[config.mk]
export PLATFORM = sky130hd
export DESIGN_NAME = i2c_bus_arbiter
export DESIGN_NICKNAME = d
export VERILOG_FILES = /design/src/rtl/i2c_bus_arbiter.sv
export SDC_FILE = /design/constraint.sdc
export NUM_CORES = 1
export LEC_CHECK = 0
export CORE_ASPECT_RATIO = 2
export CORE_MARGIN = 1.5
export CORE_UTILIZATION = 55
export DETAILED_ROUTE_END_ITERATION = 10
export DONT_BUFFER_PORTS = 1
export GPL_ROUTABILITY_DRIVEN = 0
export MAX_ROUTING_LAYER = met4
export PLACE_DENSITY_LB_ADDON = 0.12
export SLEW_MARGIN = 20
export SYNTH_ARGS = -nofsm -noshare
export SYNTH_HDL_FRONTEND = slang
export SYNTH_SLANG_ARGS = --single-unit
[constraint.sdc]
create_clock -name clk_100_clk -period 3.3 [get_ports clk_100_clk]
set_input_delay 0.33 -clock clk_100_clk [delete_from_list [all_inputs] [get_ports clk_100_clk]]
set_output_delay 0.33 -clock clk_100_clk [all_outputs]
set_load 0.03 [all_outputs]
[src/rtl/i2c_bus_arbiter.sv]
`timescale 1ns/1ps
`default_nettype none
// ============================================================================
// Module   : i2c_bus_arbiter
// Brief    : Round-robin owner arbitration of one open-drain I2C channel with
//            idle qualification, ownership timeout and optional SCL recovery
//            (enabled by defining I2C_BUS_RECOVERY_EN).
// Revision : 1.0 - initial release
// ============================================================================
module i2c_bus_arbiter #(
    parameter int NUM_REQ        = 2,
    parameter int IDLE_CYCLES    = 500,
    parameter int TIMEOUT_CYCLES = 2500000,
    parameter int HALF_PERIOD    = 500
) (
    input  logic                       clk_100_clk,
    input  logic                       reset_100_reset,
    input  logic [NUM_REQ-1:0]         req,
    output logic [NUM_REQ-1:0]         gnt,
    input  logic [NUM_REQ-1:0]         req_scl_oe,
    input  logic [NUM_REQ-1:0]         req_sda_oe,
    input  logic                       bus_scl_in,
    input  logic                       bus_sda_in,
    output logic                       bus_scl_oe,
    output logic                       bus_sda_oe,
    output logic [$clog2(NUM_REQ)-1:0] owner_id,
    output logic                       busy,
    output logic                       timeout_err,
    input  logic                       err_clr
);
    localparam int IDW = $clog2(NUM_REQ);
    localparam int ICW = $clog2(IDLE_CYCLES + 1);
    localparam logic [ICW-1:0] C_IDLE_MAX = ICW'(IDLE_CYCLES);
    localparam logic [31:0]    C_TMO_LAST = 32'(TIMEOUT_CYCLES - 1);
    localparam logic [IDW:0]   C_NREQ     = (IDW + 1)'(NUM_REQ);

    if (NUM_REQ < 2 || IDLE_CYCLES < 1 || TIMEOUT_CYCLES < 2 || HALF_PERIOD < 1) begin : g_bad_params
        $error("i2c_bus_arbiter: illegal parameter value");
    end

    typedef enum logic [1:0] {
        ST_IDLE    = 2'd0,
        ST_OWN     = 2'd1,
        ST_RECOVER = 2'd2
    } state_t;

    state_t               state_q;
    logic [1:0]           scl_sync_q, sda_sync_q;
    logic                 scl_s, sda_s, bus_idle;
    logic [ICW-1:0]       idle_cnt_q;
    logic                 hold_idle_q;
    logic [NUM_REQ-1:0]   mask_q, eligible, gnt_q;
    logic [IDW-1:0]       ptr_q, owner_q, pick_idx;
    logic [IDW:0]         cand;
    logic                 pick_found;
    logic                 busy_q, terr_q;
    logic [31:0]          tmo_cnt_q;
    logic                 own_scl, own_sda;

`ifdef I2C_BUS_RECOVERY_EN
    localparam int RCW = $clog2(HALF_PERIOD + 1);
    localparam logic [RCW-1:0] C_HP_LAST = RCW'(HALF_PERIOD - 1);
    typedef enum logic [2:0] {
        RP_LO    = 3'd0,
        RP_HI    = 3'd1,
        RP_STOP0 = 3'd2,
        RP_STOP1 = 3'd3,
        RP_STOP2 = 3'd4
    } rphase_t;
    rphase_t        rphase_q;
    logic [RCW-1:0] rcnt_q;
    logic [3:0]     pulses_q;
    logic           rec_scl_q, rec_sda_q;
`endif

    assign scl_s    = scl_sync_q[1];
    assign sda_s    = sda_sync_q[1];
    assign bus_idle = (idle_cnt_q == C_IDLE_MAX);
    assign eligible = req & ~mask_q;

    // First eligible requester at or after the round-robin pointer, with wrap.
    always_comb begin
        pick_found = 1'b0;
        pick_idx   = '0;
        cand       = '0;
        for (int k = 0; k < NUM_REQ; k++) begin
            cand = {1'b0, ptr_q} + (IDW + 1)'(k);
            if (cand >= C_NREQ) cand = cand - C_NREQ;
            if (!pick_found && eligible[cand[IDW-1:0]]) begin
                pick_found = 1'b1;
                pick_idx   = cand[IDW-1:0];
            end
        end
    end

    assign own_scl = req_scl_oe[owner_q] & gnt_q[owner_q];
    assign own_sda = req_sda_oe[owner_q] & gnt_q[owner_q];
`ifdef I2C_BUS_RECOVERY_EN
    assign bus_scl_oe = own_scl | rec_scl_q;
    assign bus_sda_oe = own_sda | rec_sda_q;
`else
    assign bus_scl_oe = own_scl;
    assign bus_sda_oe = own_sda;
`endif

    assign gnt         = gnt_q;
    assign owner_id    = owner_q;
    assign busy        = busy_q;
    assign timeout_err = terr_q;

    always_ff @(posedge clk_100_clk) begin
        if (reset_100_reset) begin
            state_q     <= ST_IDLE;
            scl_sync_q  <= '0;
            sda_sync_q  <= '0;
            idle_cnt_q  <= '0;
            hold_idle_q <= 1'b0;
            mask_q      <= '0;
            gnt_q       <= '0;
            ptr_q       <= '0;
            owner_q     <= '0;
            busy_q      <= 1'b0;
            terr_q      <= 1'b0;
            tmo_cnt_q   <= '0;
`ifdef I2C_BUS_RECOVERY_EN
            rphase_q    <= RP_LO;
            rcnt_q      <= '0;
            pulses_q    <= '0;
            rec_scl_q   <= 1'b0;
            rec_sda_q   <= 1'b0;
`endif
        end else begin
            scl_sync_q  <= {scl_sync_q[0], bus_scl_in};
            sda_sync_q  <= {sda_sync_q[0], bus_sda_in};
            hold_idle_q <= (state_q != ST_IDLE);
            // Restart idle qualification for one extra cycle after leaving OWN
            // so the next owner always sees a full fresh idle window.
            if (state_q != ST_IDLE || hold_idle_q || !(scl_s && sda_s))
                idle_cnt_q <= '0;
            else if (idle_cnt_q != C_IDLE_MAX)
                idle_cnt_q <= idle_cnt_q + 1'b1;
            mask_q <= mask_q & req;
            if (err_clr) terr_q <= 1'b0;

            case (state_q)
                ST_IDLE: begin
                    if (bus_idle && pick_found) begin
                        gnt_q           <= '0;
                        gnt_q[pick_idx] <= 1'b1;
                        owner_q         <= pick_idx;
                        ptr_q           <= ({1'b0, pick_idx} == C_NREQ - 1'b1) ? '0 : pick_idx + 1'b1;
                        tmo_cnt_q       <= '0;
                        busy_q          <= 1'b1;
                        state_q         <= ST_OWN;
                    end
                end
                ST_OWN: begin
                    tmo_cnt_q <= tmo_cnt_q + 1'b1;
                    if (!req[owner_q]) begin
                        gnt_q   <= '0;
                        busy_q  <= 1'b0;
                        state_q <= ST_IDLE;
                    end else if (tmo_cnt_q == C_TMO_LAST) begin
                        gnt_q           <= '0;
                        terr_q          <= 1'b1;
                        mask_q[owner_q] <= 1'b1;
`ifdef I2C_BUS_RECOVERY_EN
                        if (!sda_s) begin
                            rphase_q  <= RP_LO;
                            rcnt_q    <= '0;
                            pulses_q  <= '0;
                            rec_scl_q <= 1'b1;
                            rec_sda_q <= 1'b0;
                            state_q   <= ST_RECOVER;
                        end else begin
                            busy_q  <= 1'b0;
                            state_q <= ST_IDLE;
                        end
`else
                        busy_q  <= 1'b0;
                        state_q <= ST_IDLE;
`endif
                    end
                end
`ifdef I2C_BUS_RECOVERY_EN
                ST_RECOVER: begin
                    if (rcnt_q != C_HP_LAST) begin
                        rcnt_q <= rcnt_q + 1'b1;
                    end else begin
                        rcnt_q <= '0;
                        case (rphase_q)
                            RP_LO: begin
                                rphase_q  <= RP_HI;
                                rec_scl_q <= 1'b0;
                                pulses_q  <= pulses_q + 1'b1;
                            end
                            RP_HI: begin
                                rec_scl_q <= 1'b1;
                                if (sda_s || pulses_q == 4'd9) begin
                                    rphase_q  <= RP_STOP0;
                                    rec_sda_q <= 1'b1;
                                end else begin
                                    rphase_q  <= RP_LO;
                                end
                            end
                            RP_STOP0: begin
                                rphase_q  <= RP_STOP1;
                                rec_scl_q <= 1'b0;
                            end
                            RP_STOP1: begin
                                rphase_q  <= RP_STOP2;
                                rec_sda_q <= 1'b0;
                            end
                            default: begin
                                rphase_q <= RP_LO;
                                busy_q   <= 1'b0;
                                state_q  <= ST_IDLE;
                            end
                        endcase
                    end
                end
`endif
                default: begin
                    busy_q  <= 1'b0;
                    state_q <= ST_IDLE;
                end
            endcase
        end
    end
endmodule
`default_nettype wire

==> out/metrics.cfg <==
[status]
run_status = complete, no violations

[synthesis]
postSynthRegisterBits = 54
syn_inst = 292
yosys.area.top_type_share = 0.4250
share_of_synthesized_area_occupied_by_flip_flops_and_latches = 0.4250
number_of_distinct_library_cell_variants_in_the_gate_level_netlist_after_synthesis = 47
synthArstFlopShare = 0
synthesis.nets = 306
syn_area_per_cell_um2 = 8.711
yosys_warnings = 0
post_synth_edffs = 0
synth.top_cells.by_count = sky130_fd_sc_hd__dfxtp_1, sky130_fd_sc_hd__nor2_1, sky130_fd_sc_hd__nand2_1, sky130_fd_sc_hd__nand3_1, sky130_fd_sc_hd__nand4_1
synth_area_leaders = sky130_fd_sc_hd__dfxtp_1, sky130_fd_sc_hd__nor2_1, sky130_fd_sc_hd__nand2_1
synthesis.area_um2 = 2544
cell_type_with_the_highest_aggregate_area_in_the_netlist = sky130_fd_sc_hd__dfxtp_1
post-synth-top-count-cell = sky130_fd_sc_hd__dfxtp_1
synth_top_flop_cell = sky130_fd_sc_hd__dfxtp_1

[worst_setup_path]
crit_family = simple AND/OR/NAND/NOR gates
timing.critical_path.cells = nand4_1 -> nor4_4 -> nand4_4 -> or4_1 -> nand2_1
worst-endpoint-arrival_ps = 2520
rrSetupSlack_ps = 1040
crit_path_top_delay_cell = sky130_fd_sc_hd__dfxtp_1
criticalPathCategory = reg2reg
max_stage_delay_ps = 770
critical_path.endpoint_type = register
worstSetupStartpointType = register
path_depth = 5
worstPathMaxFanout = 13
timing.reg2reg.worst_path_depth = 5
worst_ep_required_time_ps = 3560
cp.buffers_inverters = 0

[drt]
routed-via-count = 2135
route.detailed.drc = 0
violation_count_after_the_first_detailed_routing_iteration = 43
drt.antenna.violating_nets = 0
post_drt_wl_per_cell_um = 17.16
via_per_inst = 6.188
wl_um = 5921
drt_pass1_iterations = 4

[timing]
min_period_ps = 2258
finalSetupViolations = 0
fin_tns_setup_ps = 0
fin_hold_ws_ps = 73.73
finalHoldViolCount = 0
layout_worst_path_cycle_share = 0.6843
unrepaired_setup_endpoints_after_global_routing = no
max-slew-margin-rel = 0.5439
final_critical_path_setup_slack_ps = 1042
timing_worst_slew_pin_value_ps = 683.2
max_freq_mhz = 442.9
maxSlewViolCount = 0
final.setup_skew_ps = 7.091

[grt]
gr-total-overflow = 0
grt_pass1_wl_um = 9660
globalRouteTotalUtil = 0.2606
grt_max_degree = 37
via_count_of_the_first_global_routing_pass = 2171
antenna_found_initial = 0

[min_path]
timing.hold.worst.class = in2reg
hold_path_depth = 1

[clocking]
clkSinkCount = 54
cts_hold_repair.buffers = 0
tritoncts.num_buffers = 5
root_buffer = sky130_fd_sc_hd__clkbuf_8
clock_insertion_delay_worst_skew_ps = 320
cts_tree = done
h_tree_depth = 2
cts.path.max_buffers = 2
path_clk_slew_ps = 100
cts.repair.resized = 0
postCtsSetupRepairBufs = 0

[placement]
post-place-ws_ps = 1042
port_buf_inserts = 0
dp.final_hpwl_um = 4433

[layout]
ff_latch_area_um2 = 1081
n_antenna_cell = 0
fraction_of_layout_instances_using_a_drive_strength_above_1 = 0.07216
nNetsFinal = 304
multi_input_comb_area_um2 = 1394
syn_to_final_growth_pct = 5.755
nFillCells = 416

[floorplanning]
top_level_i_o_count = 18
design.die.area_um2 = 5066
core-area_um2 = 4382
effective_utilization_at_floorplan = 0.5805
die_width_um = 51.09
die_h_um = 99.18
rows = 34

[power]
total_leakage_power_nw = 0.8525
vdd_drop_max_v = 0.0003375
design_power_total_mw = 1.125
powerDensity_nw_per_um2 = 418.2

[flow_run]
cap_violations = 0

[cell type report]
class,count,area share
multi-input combinational,220,0.5181
sequential,54,0.4019
clock buffer,5,0.02558
tap,54,0.02512
clock inverter,3,0.01674
inverter,9,0.01256
[stage by stage]
| step | utilization | instance area [µm²] | instances |
|---|---|---|---|
| 2_1_floorplan | - | 2544 | 292 |
| 3_3_place_gp | 0.5880 | 2576 | 337 |
| 3_5_place_dp | 0.5880 | 2576 | 337 |
| 4_1_cts | 0.6139 | 2690 | 345 |
| 5_1_grt | 0.6139 | 2690 | 345 |
| 6_report | 0.6139 | 2690 | 345 |
[placed cells by master, fill, tap and decap left out, types with 8 or more instances in the layout]
| cell | n |
|---|---|
| sky130_fd_sc_hd__dfxtp_1 | 54 |
| sky130_fd_sc_hd__nor2_1 | 35 |
| sky130_fd_sc_hd__nand2_1 | 28 |
| sky130_fd_sc_hd__nand3_1 | 20 |
| sky130_fd_sc_hd__nand4_1 | 14 |
| sky130_fd_sc_hd__a21oi_1 | 11 |
| sky130_fd_sc_hd__nor3_1 | 11 |
| sky130_fd_sc_hd__inv_1 | 8 |
[final timing paths]
kind,to,from
setup / recovery,tmo_cnt_q[31],busy
hold / removal,sda_sync_q[0],reset_100_reset
setup reg to reg,tmo_cnt_q[31],busy
hold reg to reg,mask_q[1],mask_q[1]
[cell families after synthesis]
| family | synth area share |
|---|---|
| simple gates | 0.3419 |
| mux | 0.02459 |
| compound gates | 0.1185 |
| flops | 0.4250 |
| xor+xnor | 0.04821 |
| buf+inv | 0.02705 |
| fa+ha+maj | 0.01476 |
[worst register-to-register path: stages (launching register included)]
cell and delay [ps]:
sky130_fd_sc_hd__dfxtp_1 770, sky130_fd_sc_hd__nand4_1 300, sky130_fd_sc_hd__nor4_4 400, sky130_fd_sc_hd__nand4_4 220, sky130_fd_sc_hd__or4_1 430, sky130_fd_sc_hd__nand2_1 80
[power by group]
group,internal (mW),switching (mW)
logic,0.00377,0.00996
clock network,0.226,0.231
registers,0.653,0.000547
total,0.883,0.242
[routing by layer]
| layer | share of wire | global-route usage |
|---|---|---|
| met5 | 0 | - |
| met3 | 0.017 | 0.03453 |
| met2 | 0.58 | 0.4945 |
| met4 | 0.039 | 0.1310 |
| met1 | 0.36 | 0.2401 |
[registers in the layout (all words and copies together) (netlist names)]
signal	count
idle_cnt_q	9
hold_idle_q	1
busy	1
tmo_cnt_q	32
gnt	2
timeout_err	1
sda_sync_q	2
scl_sync_q	2
owner_id	1
mask_q	2
ptr_q	1
No activity file was read; power rests on OpenSTA's default activity.
